[src/rtl/dmem_lsu.sv]
`default_nettype none
// ============================================================================
// Module   : dmem_lsu
// Purpose  : Load/store unit between the execute and memory stages. It turns
//            an execute-stage access into a word-aligned data-memory bus
//            request with byte mask and lane-replicated store data. It tracks
//            the request/response handshake and returns the raw read word to
//            the memory stage.
// Ports    : clk_i, rst_i              clock, synchronous active-high reset
//            ex_*_i                     access from the execute/memory register
//            advance_i                  pipeline register loads a new instr
//            bus_req_* / bus_resp_*     data-memory bus request/response
//            bus_addr/we/wmask/wdata_o  request payload (combinational)
//            dmem_rdata_o, dmem_resp_o  result to the memory stage
//            misalign_o                 misaligned-access flag
//                                       (only with ORION_LSU_MISALIGN_EN)
// Config   : define ORION_LSU_MISALIGN_EN to trap misaligned halfword/word
//            accesses without issuing them on the bus.
// Revision : 1.0 - initial release
// ============================================================================
module dmem_lsu #(
   parameter int XLEN  = 32,
   parameter int ADDRW = 32
) (
   input  logic             clk_i,
   input  logic             rst_i,
   input  logic             ex_valid_i,
   input  logic             ex_is_load_i,
   input  logic             ex_is_store_i,
   input  logic [ADDRW-1:0] ex_addr_i,
   input  logic [XLEN-1:0]  ex_wdata_i,
   input  logic [2:0]       ex_ls_type_i,
   input  logic             advance_i,
   output logic             bus_req_valid_o,
   input  logic             bus_req_ready_i,
   output logic [ADDRW-1:0] bus_addr_o,
   output logic             bus_we_o,
   output logic [3:0]       bus_wmask_o,
   output logic [XLEN-1:0]  bus_wdata_o,
   input  logic             bus_resp_valid_i,
   input  logic [XLEN-1:0]  bus_rdata_i,
   output logic [XLEN-1:0]  dmem_rdata_o,
`ifdef ORION_LSU_MISALIGN_EN
   output logic             misalign_o,
`endif
   output logic             dmem_resp_o
);

   typedef enum logic [1:0] {
      S_IDLE = 2'd0,
      S_WAIT = 2'd1,
      S_DONE = 2'd2
   } state_t;

   state_t            r_state;
   state_t            w_state_nxt;
   logic [XLEN-1:0]   r_rdata_q;
   logic              w_access;
   logic              w_misalign;
   logic [3:0]        w_wmask;
   logic [XLEN-1:0]   w_wdata;

   assign w_access = ex_valid_i & (ex_is_load_i | ex_is_store_i);

`ifdef ORION_LSU_MISALIGN_EN
   // Halfword encodings are 001/101, word is 010.
   always_comb begin
      w_misalign = 1'b0;
      if (w_access) begin
         if ((ex_ls_type_i == 3'b001 || ex_ls_type_i == 3'b101) && ex_addr_i[0])
            w_misalign = 1'b1;
         else if (ex_ls_type_i == 3'b010 && ex_addr_i[1:0] != 2'b00)
            w_misalign = 1'b1;
      end
   end
   assign misalign_o = w_misalign & ~rst_i & (r_state == S_IDLE);
`else
   assign w_misalign = 1'b0;
`endif

   // Store lane steering: replicate the data across all lanes so the byte
   // mask alone selects which lanes the memory actually writes.
   always_comb begin
      w_wmask = 4'b0000;
      w_wdata = ex_wdata_i;
      case (ex_ls_type_i)
         3'b000: begin
            w_wdata = {4{ex_wdata_i[7:0]}};
            w_wmask = 4'b0001 << ex_addr_i[1:0];
         end
         3'b001: begin
            w_wdata = {2{ex_wdata_i[15:0]}};
            w_wmask = 4'b0011 << {ex_addr_i[1], 1'b0};
         end
         3'b010: begin
            w_wdata = ex_wdata_i;
            w_wmask = 4'b1111;
         end
         default: begin
            w_wdata = ex_wdata_i;
            w_wmask = 4'b0000;
         end
      endcase
   end

   assign bus_addr_o  = {ex_addr_i[ADDRW-1:2], 2'b00};
   assign bus_we_o    = ex_is_store_i;
   assign bus_wmask_o = ex_is_store_i ? w_wmask : 4'b0000;
   assign bus_wdata_o = w_wdata;

   always_ff @(posedge clk_i) begin
      if (rst_i) begin
         r_state   <= S_IDLE;
         r_rdata_q <= '0;
      end else begin
         r_state <= w_state_nxt;
         if (r_state == S_WAIT && bus_resp_valid_i)
            r_rdata_q <= bus_rdata_i;
      end
   end

   always_comb begin
      w_state_nxt     = r_state;
      bus_req_valid_o = 1'b0;
      dmem_resp_o     = 1'b0;
      dmem_rdata_o    = '0;
      case (r_state)
         S_IDLE: begin
            // A trapped misaligned access completes immediately with zero
            // data so the memory stage can retire it.
            bus_req_valid_o = w_access & ~w_misalign & ~rst_i;
            dmem_resp_o     = w_misalign & ~rst_i;
            if (bus_req_valid_o && bus_req_ready_i)
               w_state_nxt = S_WAIT;
         end
         S_WAIT: begin
            dmem_resp_o  = bus_resp_valid_i & ~rst_i;
            dmem_rdata_o = rst_i ? '0 : bus_rdata_i;
            if (bus_resp_valid_i)
               w_state_nxt = advance_i ? S_IDLE : S_DONE;
         end
         S_DONE: begin
            // Hold the result until the pipeline moves; never reissue.
            dmem_resp_o  = ~rst_i;
            dmem_rdata_o = rst_i ? '0 : r_rdata_q;
            if (advance_i)
               w_state_nxt = S_IDLE;
         end
         default: begin
            w_state_nxt = S_IDLE;
         end
      endcase
   end

endmodule
`default_nettype wire

[config.mk]
export PLATFORM = sky130hd
export DESIGN_NAME = dmem_lsu
export DESIGN_NICKNAME = d
export VERILOG_FILES = /design/src/rtl/dmem_lsu.sv
export SDC_FILE = /design/constraint.sdc
export NUM_CORES = 1
export LEC_CHECK = 0
export ABC_CLOCK_PERIOD_IN_PS = 3000
export CORE_AREA = 4 4 90 92
export CTS_CLUSTER_SIZE = 8
export DETAILED_ROUTE_END_ITERATION = 12
export DIE_AREA = 0 0 94 96
export PLACE_DENSITY = 0.86
export SLEW_MARGIN = 40
export SYNTH_ARGS = -nofsm -noshare
export SYNTH_HDL_FRONTEND = slang
export SYNTH_SLANG_ARGS = --single-unit
export TNS_END_PERCENT = 100
[constraint.sdc]
create_clock -name clk_i -period 3 [get_ports clk_i]
set_clock_uncertainty 0.1 [all_clocks]
set_input_delay 0.6 -clock clk_i [delete_from_list [all_inputs] [get_ports clk_i]]
set_output_delay 0.6 -clock clk_i [all_outputs]
set_load 0.03 [all_outputs]
==> run summary, run 1 <==
Max rail drop VDD: 0.0002065 V
Die Wd: 94 um
Final #Nets: 560
peak per-stage delay on the critical path: 490 ps
cts bufs inserted: 5
worst hold slack: 354.9 ps
worst-skew pair later-pin latency: 280 ps
RSZ-0062 raised after global routing: false
fin crit period: 2882 ps
Final Non-Filler Cells: 549
largest net degree at the start of global routing: 33
status: completed
Syn Inst Count: 341
Power Density: 363.6 nW/um^2
root buffer cell: clkbuf_8
Crit Path Max Fanout: 4
WP data arrival: 2180 ps
synth unique cells: 32
first-pass GRT wire length: 13180 um
Iter 0 DRT Violations: 103
placed cell count: 541
WP buf/inv: 3
crit end category: output port
LEAKAGE: 0.001469 uW
dpl hpwl: 6702 um
Required @ worst endpoint: 2300 ps
clock slew at reported path FFs: 70 ps
MaxCap Viol Count: 0
# DRC: 0
total I/O pin count: 210
Max clock buf depth: 2
Die Y: 96 um
Global Route Usage Sum: 0.1836
DR pass1 iterations: 4
H-tree levels: 2
fillers: 667
slowest CP cell: clkdlybuf4s50_1
average wire per standard cell: 15.58 um
post-CTS setup buffers: 0
Final Hold Viols: 0
crit start category: input pin
die area: 9024 um^2
CTS tree: built
clock network power share: 0.299
switching portion of total power: 0.3024
register area share after synthesis: 0.2665
fin. max-slew vios: 0
worst hold-check path type: reg -> reg
Overflow after GRT: 0
Setup violations, final: 0
layout cells sized above 1: 0.2004
crit share post-route: 0.9606
cell family with most CP delay: buffers and inverters
#FFs+latches synth: 34
net switching power: 424.3 uW
initial antenna violation count: 1
CP cell instances: clkdlybuf4s50_1 > nor3_4 > buf_4 > mux2_2 > dlygate4sd2_1
via count: 2733
sequential share of power: 0.347
post-synthesis cell area: 2554 um^2
core area: 7214 um^2
fin worst setup slack: 118.3 ps
syn_area_per_cell: 7.489 um^2
initial cell density of the core: 0.3540
Area Growth Syn to Fin: 51.10%
Via density: 4.978
port bufs: 147
Internal Pwr Total: 978.6 uW
fmax: 347.0 MHz
post-route antenna net violation count: 0
yosys warns: 0
Rows: 31
pre-CTS WS: -116.5 ps
number of global-route vias before repair: 2845
Logic pwr share: 0.353
clock sink count: 34
Detailed Route WL: 8554 um
routability cong.: 0.8381
CP Class: in -> out
per-layer routing:
metal	up-vias	global-route usage	wire length [um]
li1	1323	-	-
met1	1244	0.1935	3178
met2	141	0.3276	4296
met3	25	0.05942	763
met4	0	0.09386	315
met5	-	0	0
synthesized netlist by cell type (all sizes together):
cell type,n,share of area
and3,1,0.0025
dfxtp,34,0.27
ha,4,0.020
mux2i,9,0.035
o221ai,1,0.0034
nand2,68,0.10
conb,1,0.0015
clkbuf,8,0.012
inv,8,0.012
mux2,16,0.071
a21oi,45,0.088
o211a,1,0.0039
o211ai,1,0.0029
buf,58,0.16
a2111o,1,0.0044
and2,1,0.0025
nor3,1,0.0064
a22o,1,0.0034
a22oi,31,0.091
o31ai,1,0.0029
nand2b,2,0.0049
nand3b,1,0.0029
o21ai,2,0.0039
nor2b,32,0.079
nor2,13,0.020
cell usage in the layout (no fill, tap or decap), drive strengths merged, types with 2 or more instances in the layout:
master	instances
dfxtp	34
nor2b	32
nand2b	2
ha	4
a21oi	45
clkdlybuf4s50	88
o21ai	2
clkbuf	6
conb	2
dlygate4sd2	16
inv	8
a22oi	31
mux2	16
mux2i	9
nand2	68
nor2	13
buf	62
worst reg2reg max path, delay by kind of cell, from the launching register on:
family / cells / cell delay (ps)
simple gates: 1 / 220
fa+ha+maj: 1 / 260
compound gates: 2 / 360
flops: 1 / 320
buf+inv: 3 / 360
through the flow:
| step | utilization | cell area [um^2] | TNS, ps | total power, uW |
|---|---|---|---|---|
| 2_1_floorplan | - | 2557 | 0 | 854.5 |
| 3_3_place_gp | 0.5217 | 3764 | -545.1 | 995.2 |
| 3_5_place_dp | 0.5217 | 3764 | -1228 | 1006 |
| 4_1_cts | 0.5345 | 3856 | 0 | 1420 |
| 5_1_grt | 0.5349 | 3859 | 0 | 1478 |
| 6_report | 0.5349 | 3859 | 0 | 1403 |
path summary, 6_finish.rpt:
| path | from | to | slack [ps] | cells past startpoint |
|---|---|---|---|---|
| min | r_rdata_q[18]$_SDFFE_PP0P_ | r_rdata_q[18]$_SDFFE_PP0P_ | 350 | 2 |
| max reg2reg | r_state[1]$_SDFFE_PP0P_ | r_state[1]$_SDFFE_PP0P_ | 1290 | 7 |
| max | ex_ls_type_i[1] | bus_wdata_o[12] | 120 | 5 |
| min reg2reg | r_rdata_q[18]$_SDFFE_PP0P_ | r_rdata_q[18]$_SDFFE_PP0P_ | 350 | 2 |
repair_timing:
| item | CTS | global route |
|---|---|---|
| hold endpoints to repair | 0 | 0 |
| endpoints found under the setup margin | 16 | 0 |
| hold buffers | 0 | 0 |
| resized for setup | 16 | 0 |
power by group through the flow:
| stage | sequential, uW | clock, uW | combinational (uW) |
|---|---|---|---|
| floorplan | 494 | 0 | 361 |
| global placement | 496 | 0 | 500 |
| detailed placement | 497 | 0 | 508 |
| CTS | 487 | 434 | 499 |
| global route | 489 | 454 | 534 |
| finish | 487 | 420 | 496 |
flip-flops by register name, indices dropped and copies added (netlist names):
name and count:
r_rdata_q 32, r_state 2
final cells by class:
class                           instances  area, um^2  area share
Antenna cell                            1       2.502   0.0006485
Clock buffer                            6       82.58     0.02140
Clock inverter                          1       30.03    0.007782
Inverter                                8       30.03    0.007782
Multi-Input combinational cell        234        1410      0.3654
Sequential cell                        34       680.7      0.1764
Tap cell                               99       123.9     0.03210
Timing Repair Buffer                  166        1499      0.3885
kinds of logic (layout without fill, tap and decap cells):
kind of cell    count (synthesis)  count (layout)  share of synthesized area
compound gates                 84              84                     0.2043
fa+ha+maj                       4               4                    0.01960
buf+inv                        74             181                     0.1837
flops                          34              34                     0.2665
mux                            25              25                     0.1058
other cells                     1               3                   0.001468
simple gates                  119             119                     0.2185
No activity file was read; power rests on OpenSTA's default activity.
==> run 2, diff against run 1 <==
==> config.mk (replaced) <==
export PLATFORM = sky130hd
export DESIGN_NAME = dmem_lsu
export DESIGN_NICKNAME = d
export VERILOG_FILES = /design/src/rtl/dmem_lsu.sv
export SDC_FILE = /design/constraint.sdc
export NUM_CORES = 1
export LEC_CHECK = 0
export ABC_AREA = 1
export ABC_CLOCK_PERIOD_IN_PS = 3000
export CORE_AREA = 4 4 91 93
export CTS_CLUSTER_SIZE = 8
export DETAILED_ROUTE_END_ITERATION = 12
export DIE_AREA = 0 0 95 97
export PLACE_DENSITY = 0.85
export SLEW_MARGIN = 40
export SYNTH_ARGS = -nofsm -noshare
export SYNTH_HDL_FRONTEND = slang
export SYNTH_SLANG_ARGS = --single-unit
export TNS_END_PERCENT = 20
==> run 2 against run 1 <==
  * Combinational power increased by 89%
  * Die area rose by 2.1%
  * Setup slack better by 73 ps
  * Total power is 41% higher
  * First-iteration DRC count grew 0.97%
  * Routed wire length grew 3.8%
  * Register-to-register slack worse by 190 ps
  * Final cell count up 12%
  * Cell area decreased by 1.9%
  * Flip-flop and latch count did not move
  * Critical endpoint is now bus_req_valid_o
==> run summary, run 2 <==
status: completed
Multi-input gate area: 1383 um^2 (-2.0%)
Final Non-Filler Cells: 615 (+12%)
Hold Buf Count CTS: 0 (unchanged)
Global Route Usage Sum: 0.1804 (-0.003255)
crit share post-route: 0.9362 (-0.02435)
most common cell after layout, fill and taps aside: clkdlybuf4s50_1
Power Density: 524.2 nW/um^2 (+44%)
initial antenna violation count: 0 (-1)
ranking of synthesized cells by area: dfxtp_1, nand3_1, buf_4
initial cell density of the core: 0.3487 (-0.005235)
Logic pwr share: 0.473 (+0.120)
yosys warns: 0 (unchanged)
FF+latch area: 680.7 um^2 (unchanged)
Cells on Worst Hold Path: 2 (unchanged)
Setup violations, final: 0 (unchanged)
fin. max-slew vios: 0 (unchanged)
Die Wd: 95 um (+1.1%)
Critical Path Most Common Cell: clkdlybuf4s50_1
routability cong.: 0.8135 (-2.9%)
peak per-stage delay on the critical path: 660 ps (+170 ps)
Reg with most FFs: r_rdata_q
fillers: 767 (+15%)
Iter 0 DRT Violations: 104 (+0.97%)
Hold Crit Endpoint: r_rdata_q[31]$_SDFFE_PP0P_
post-CTS setup buffers: 0 (unchanged)
Required @ worst endpoint: 2300 ps (about the same)
setup tns final: 0 ps (unchanged)
Commonest cells post-synth: nor2_1, nand3_1, nand2_1
Async SR Flop Fraction: 0 (unchanged)
# DRC: 0 (unchanged)
Synth Flop Type: dfxtp_1
RSZ-0062 raised after global routing: false
Via density: 5.028 (+0.99%)
internal reg-to-reg setup slack: 1100 ps (-190 ps)
Area Growth Syn to Fin: 44.18%
pre-CTS WS: 185.2 ps (+301.7 ps)
worst-skew pair later-pin latency: 270 ps (about the same)
slowest CP cell: clkdlybuf4s50_1
layout cells sized above 1: 0.1676 (-0.03280)
Post-synth EDFFs: 0 (unchanged)
CTS resizes: 0 (-16)
crit end category: output port
fmax: 356.0 MHz (+2.6%)
register area share after synthesis: 0.2593 (-0.007241)
most frequent cells in the layout: clkdlybuf4s50_1, nor2_1, nand3_1, buf_4, nand2_1
max reg flops: 32 (unchanged)
core area: 7527 um^2 (+4.3%)
reg2reg end: r_rdata_q[16]$_SDFFE_PP0P_
Syn Inst Count: 422 (+24%)
fin crit period: 2809 ps (-73.06 ps)
number of global-route vias before repair: 2857 (+0.42%)
Slew headroom: 0.6356
crit start category: input pin
Final Hold Viols: 0 (unchanged)
post-synthesis cell area: 2625 um^2 (+2.8%)
post-synth top area cell: dfxtp_1
#FFs+latches synth: 34 (unchanged)
switching portion of total power: 0.4125 (+0.1101)
Overflow after GRT: 0 (unchanged)
LEAKAGE: 0.001580 uW (+7.6%)
syn_area_per_cell: 6.220 um^2 (-17%)
cell family with most CP delay: buffers and inverters
via count: 3092 (+13%)
port bufs: 147 (unchanged)
net switching power: 818.5 uW (+93%)
first-pass GRT wire length: 13500 um (+2.5%)
DR pass1 iterations: 6 (+2)
CP cell instances: clkdlybuf4s50_1 > inv_1 > nand2_1 > and3_1 > clkdlybuf4s50_1
Detailed Route WL: 8879 um (+3.8%)
sequential share of power: 0.311 (-0.036)
reg2reg path depth: 7 (unchanged)
worst hold-check path type: reg -> reg
placed cell count: 608 (+12%)
die area: 9215 um^2 (+2.1%)
clock slew at reported path FFs: 70 ps (about the same)
dpl hpwl: 7001 um (+4.5%)
post-route antenna net violation count: 0 (unchanged)
Finished Cell Area: 3785 um^2 (-1.9%)
WP data arrival: 2110 ps (-70 ps)
CTS tree: built
average wire per standard cell: 14.44 um (-7.3%)
root buffer cell: clkbuf_8
most common cell in the netlist: nor2_1
CP Class: in -> out
cts bufs inserted: 5 (unchanged)
fin worst setup slack: 191.3 ps (+73.06 ps)
synth unique cells: 24 (-25%)
Rows: 32 (+3.2%)
Final #Nets: 624 (+11%)
Post-DP Area: 3672 um^2 (-2.4%)
top flop regs: r_rdata_q (32), r_state (2)
Die Y: 97 um (+1.0%)
min-delay src: r_rdata_q[31]$_SDFFE_PP0P_
H-tree levels: 2 (unchanged)
clock sink count: 34 (unchanged)
worst slew pin tran: 545.8 ps
Max rail drop VDD: 0.0002957 V (+43%)
clock network power share: 0.215 (-0.084)
largest net degree at the start of global routing: 51 (+55%)
WP buf/inv: 3 (unchanged)
ANT cells: 0 (-1)
Yosys top cell area share: 0.2593 (-0.007241)
Crit Path Max Fanout: 4 (unchanged)
Max clock buf depth: 2 (unchanged)
MaxCap Viol Count: 0 (unchanged)
Internal Pwr Total: 1166 uW (+19%)
total I/O pin count: 210 (unchanged)
reg2reg start: r_state[1]$_SDFFE_PP0P_
[run 2: power groups by stage]
stage | registers [uW] | clock network (uW) | logic (uW)
after detailed placement | 627 | 0 | 950
after global placement | 620 | 0 | 927
final | 617 | 427 | 939
after floorplan | 612 | 0 | 706
after CTS | 617 | 439 | 953
after global routing | 628 | 462 | 1040
[run 2: tightest hold or removal path: cells and delay by family, from the launching register on]
| kind | cells | cell delay [ps] |
|---|---|---|
| DFF | 1 | 330 |
| and+or+nand+nor | 2 | 130 |
[run 2: cells by family (layout without fill, tap and decap cells)]
family / Yosys count / in the layout / synth area share
other: 1 / 2 / 0.001429
buffers and inverters: 97 / 187 / 0.2154
AOI/OAI and AO/OA: 85 / 85 / 0.1716
and+or+nand+nor: 201 / 201 / 0.3332
adders and majority gates: 4 / 4 / 0.01907
DFF: 34 / 34 / 0.2593
[run 2: stage by stage]
stage | total power [uW] | hold WS (ps) | util
floorplan | 1319 | 354.9 | -
global placement | 1548 | 363.9 | 0.4879
detailed placement | 1577 | 374.1 | 0.4879
CTS | 2010 | 388.6 | 0.5028
global route | 2132 | 406.5 | 0.5028
finish | 1984 | 386.3 | 0.5028
[run 2: layout make-up]
class,count,area share
repair buffers,154,0.3656
multi-input cells,292,0.3653
flip-flops and latches,34,0.1798
well taps,102,0.03372
inverters,26,0.02579
clock buffers,6,0.02182
clock inverters,1,0.007934
[run 2: layer usage]
layer  vias up  wire length (um)  global-route usage
met4         0               271             0.08768
met5         -                 0                   0
li1       1521                 -                   -
met2       152              4383              0.3113
met3        24               860             0.04977
met1      1395              3364              0.1996
[run 2: worst max-delay path by stage]
stage / slack, ps / cells past startpoint / startpoint / endpoint
6_report: 190 / 5 / ex_is_store_i / bus_req_valid_o
5_1_grt: 90 / 7 / ex_ls_type_i[1] / bus_wdata_o[31]
4_1_cts: 180 / 5 / ex_is_store_i / bus_req_valid_o
3_5_place_dp: 190 / 5 / ex_is_store_i / bus_req_valid_o
3_3_place_gp: 210 / 5 / ex_is_store_i / bus_req_valid_o
2_1_floorplan: 760 / 5 / rst_i / dmem_rdata_o[25]
==> run 3, diff against run 2 <==
--- a/config.mk
+++ b/config.mk
@@ -7,11 +7,12 @@
 export LEC_CHECK = 0
 export ABC_AREA = 1
 export ABC_CLOCK_PERIOD_IN_PS = 3000
-export CORE_AREA = 4 4 91 93
+export CORE_AREA = 2 2 89 91
 export CTS_CLUSTER_SIZE = 8
 export DETAILED_ROUTE_END_ITERATION = 12
-export DIE_AREA = 0 0 95 97
+export DIE_AREA = 0 0 91 93
 export PLACE_DENSITY = 0.85
+export RECOVER_POWER = 100
 export SLEW_MARGIN = 40
 export SYNTH_ARGS = -nofsm -noshare
 export SYNTH_HDL_FRONTEND = slang
==> run 3 against run 2 <==
  * Core utilization fell by 1.2 points
  * Highest routed layer unchanged
  * Largest cell class is now multi-input gates
  * Hold slack worse by 2.3 ps
  * Die area is 8.2% lower
==> run summary, run 3 (synthesis gave the netlist of run 2 again) <==
status: completed
Die Wd: 91 um (-4.2%)
# DRC: 0 (unchanged)
Area Growth Syn to Fin: 40.85%
average wire per standard cell: 13.35 um (-7.6%)
reg2reg path depth: 8 (+1)
pre-CTS WS: -8.020 ps (-193.2 ps)
CP Class: in -> out
dpl hpwl: 6380 um (-8.9%)
Detailed Route WL: 8235 um (-7.3%)
crit path to: bus_wdata_o[31]
Final Hold Viols: 0 (unchanged)
worst hold slack: 384.0 ps (-2.337 ps)
Max rail drop VDD: 0.0003168 V (+7.1%)
Iter 0 DRT Violations: 144 (+38%)
Worst Setup SP: ex_ls_type_i[1]
Multi-input gate area: 1383 um^2 (unchanged)
Overflow after GRT: 0 (unchanged)
max reg flops: 32 (unchanged)
crit share post-route: 0.9757 (+0.03950)
crit start category: input pin
worst slew pin tran: 657.6 ps (+111.8 ps)
worst-skew pair later-pin latency: 280 ps (about the same)
Slew headroom: 0.5616 (-0.07399)
total I/O pin count: 210 (unchanged)
CTS tree: built
top flop regs: r_rdata_q (32), r_state (2)
reg2reg start: r_state[1]$_SDFFE_PP0P_
largest net degree at the start of global routing: 98 (+92%)
Global Route Usage Sum: 0.1889 (+0.008541)
Final Non-Filler Cells: 617 (+0.33%)
final core utilization: 0.4912 (-0.01164)
core area: 7527 um^2 (unchanged)
initial cell density of the core: 0.3487 (unchanged)
via count: 3051 (-1.3%)
WP data arrival: 2230 ps (+120 ps)
FF+latch area: 680.7 um^2 (unchanged)
Required @ worst endpoint: 2300 ps (about the same)
initial antenna violation count: 0 (unchanged)
clock sink count: 34 (unchanged)
internal reg-to-reg setup slack: 860 ps (-240 ps)
fin crit period: 2927 ps (+118.5 ps)
fin worst setup slack: 72.86 ps (-118.5 ps)
Final #Nets: 626 (+0.32%)
Rows: 32 (unchanged)
Reg with most FFs: r_rdata_q
post-route antenna net violation count: 0 (unchanged)
fmax: 341.6 MHz (-4.0%)
DR pass1 iterations: 4 (-2)
Max clock buf depth: 2 (unchanged)
RSZ-0062 raised after global routing: false
MaxCap Viol Count: 0 (unchanged)
reg2reg end: r_rdata_q[14]$_SDFFE_PP0P_
first-pass GRT wire length: 13210 um (-2.1%)
Crit Path Max Fanout: 15 (+11)
H-tree levels: 2 (unchanged)
Die Y: 93 um (-4.1%)
Setup violations, final: 0 (unchanged)
worst hold-check path type: reg -> reg
root buffer cell: clkbuf_8
routability cong.: 0.9288 (+14%)
ANT cells: 0 (unchanged)
Power Density: 531.4 nW/um^2 (+1.4%)
crit end category: output port
fillers: 781 (+1.8%)
layout cells sized above 1: 0.1534 (-0.01424)
Via density: 4.945 (-1.6%)
most common cell after layout, fill and taps aside: clkdlybuf4s50_1
clock slew at reported path FFs: 70 ps (about the same)
fin. max-slew vios: 0 (unchanged)
setup tns final: 0 ps (unchanged)
port bufs: 147 (unchanged)
cts bufs inserted: 5 (unchanged)
die area: 8463 um^2 (-8.2%)
LEAKAGE: 0.001559 uW (-1.3%)
number of global-route vias before repair: 2773 (-2.9%)
placed cell count: 610 (+0.33%)
most frequent cells in the layout: clkdlybuf4s50_1, nor2_1, nand3_1, nand2_1, o21ai_0
## run 3: changes by cell type in the layout (fill, tap and decap cells not counted), sizes merged
cell           before  now
inv                26   25
buf                68   28
clkbuf              6   42
dlygate4sd3         0   10
clkdlybuf4s50      86   81
dlymetal6s2s        0    1
clkinvlp            0    1
## run 3: through the flow
stage	area (um^2)	power, uW
CTS	3824	2010
global placement	3707	1553
floorplan	2629	1319
finish	3697	1965
detailed placement	3707	1579
global route	3697	2105
## run 3: where the power goes
group | total [uW] | switching [uW] | internal (uW)
sequential | 620 | 59.3 | 560
combinational | 915 | 589 | 327
clock | 430 | 164 | 266
total | 1960 | 812 | 1150
## run 3: per-layer routing
metal,GRT usage,up-vias,share of wire
met5,0,-,0
met4,0.04924,0,0.014
met3,0.04351,10,0.069
met2,0.3469,137,0.49
met1,0.2209,1385,0.42
li1,-,1519,-
## run 3: area by class of cell
class	instances	area share
clock buffer	6	0.02234
clock inverter	1	0.008122
inverter	26	0.02741
multi-input combinational	292	0.3739
sequential	34	0.1841
tap	102	0.03452
timing repair buffer	156	0.3496
## run 3: timing repair
item                       CTS  global route
resized for setup            1             3
setup endpoints to repair    1             3
setup buffers                0             0
hold endpoints to repair     0             0
hold buffers                 0             0
## run 3: how the worst min path moves through the flow
stage | start | endpoint | depth (start not counted)
5_1_grt | r_rdata_q[31]$_SDFFE_PP0P_ | r_rdata_q[31]$_SDFFE_PP0P_ | 2
3_3_place_gp | r_rdata_q[24]$_SDFFE_PP0P_ | r_rdata_q[24]$_SDFFE_PP0P_ | 2
4_1_cts | r_rdata_q[31]$_SDFFE_PP0P_ | r_rdata_q[31]$_SDFFE_PP0P_ | 2
2_1_floorplan | r_rdata_q[30]$_SDFFE_PP0P_ | r_rdata_q[30]$_SDFFE_PP0P_ | 2
3_5_place_dp | r_rdata_q[31]$_SDFFE_PP0P_ | r_rdata_q[31]$_SDFFE_PP0P_ | 2
6_report | r_rdata_q[31]$_SDFFE_PP0P_ | r_rdata_q[31]$_SDFFE_PP0P_ | 2
## run 3: critical path, cell delays in order
cell and delay [ps]:
clkdlybuf4s50_1 470, nor2_4 160, buf_4 200, nand2_2 110, inv_2 220, nand2_1 100
o211ai_1 120, clkbuf_4 240
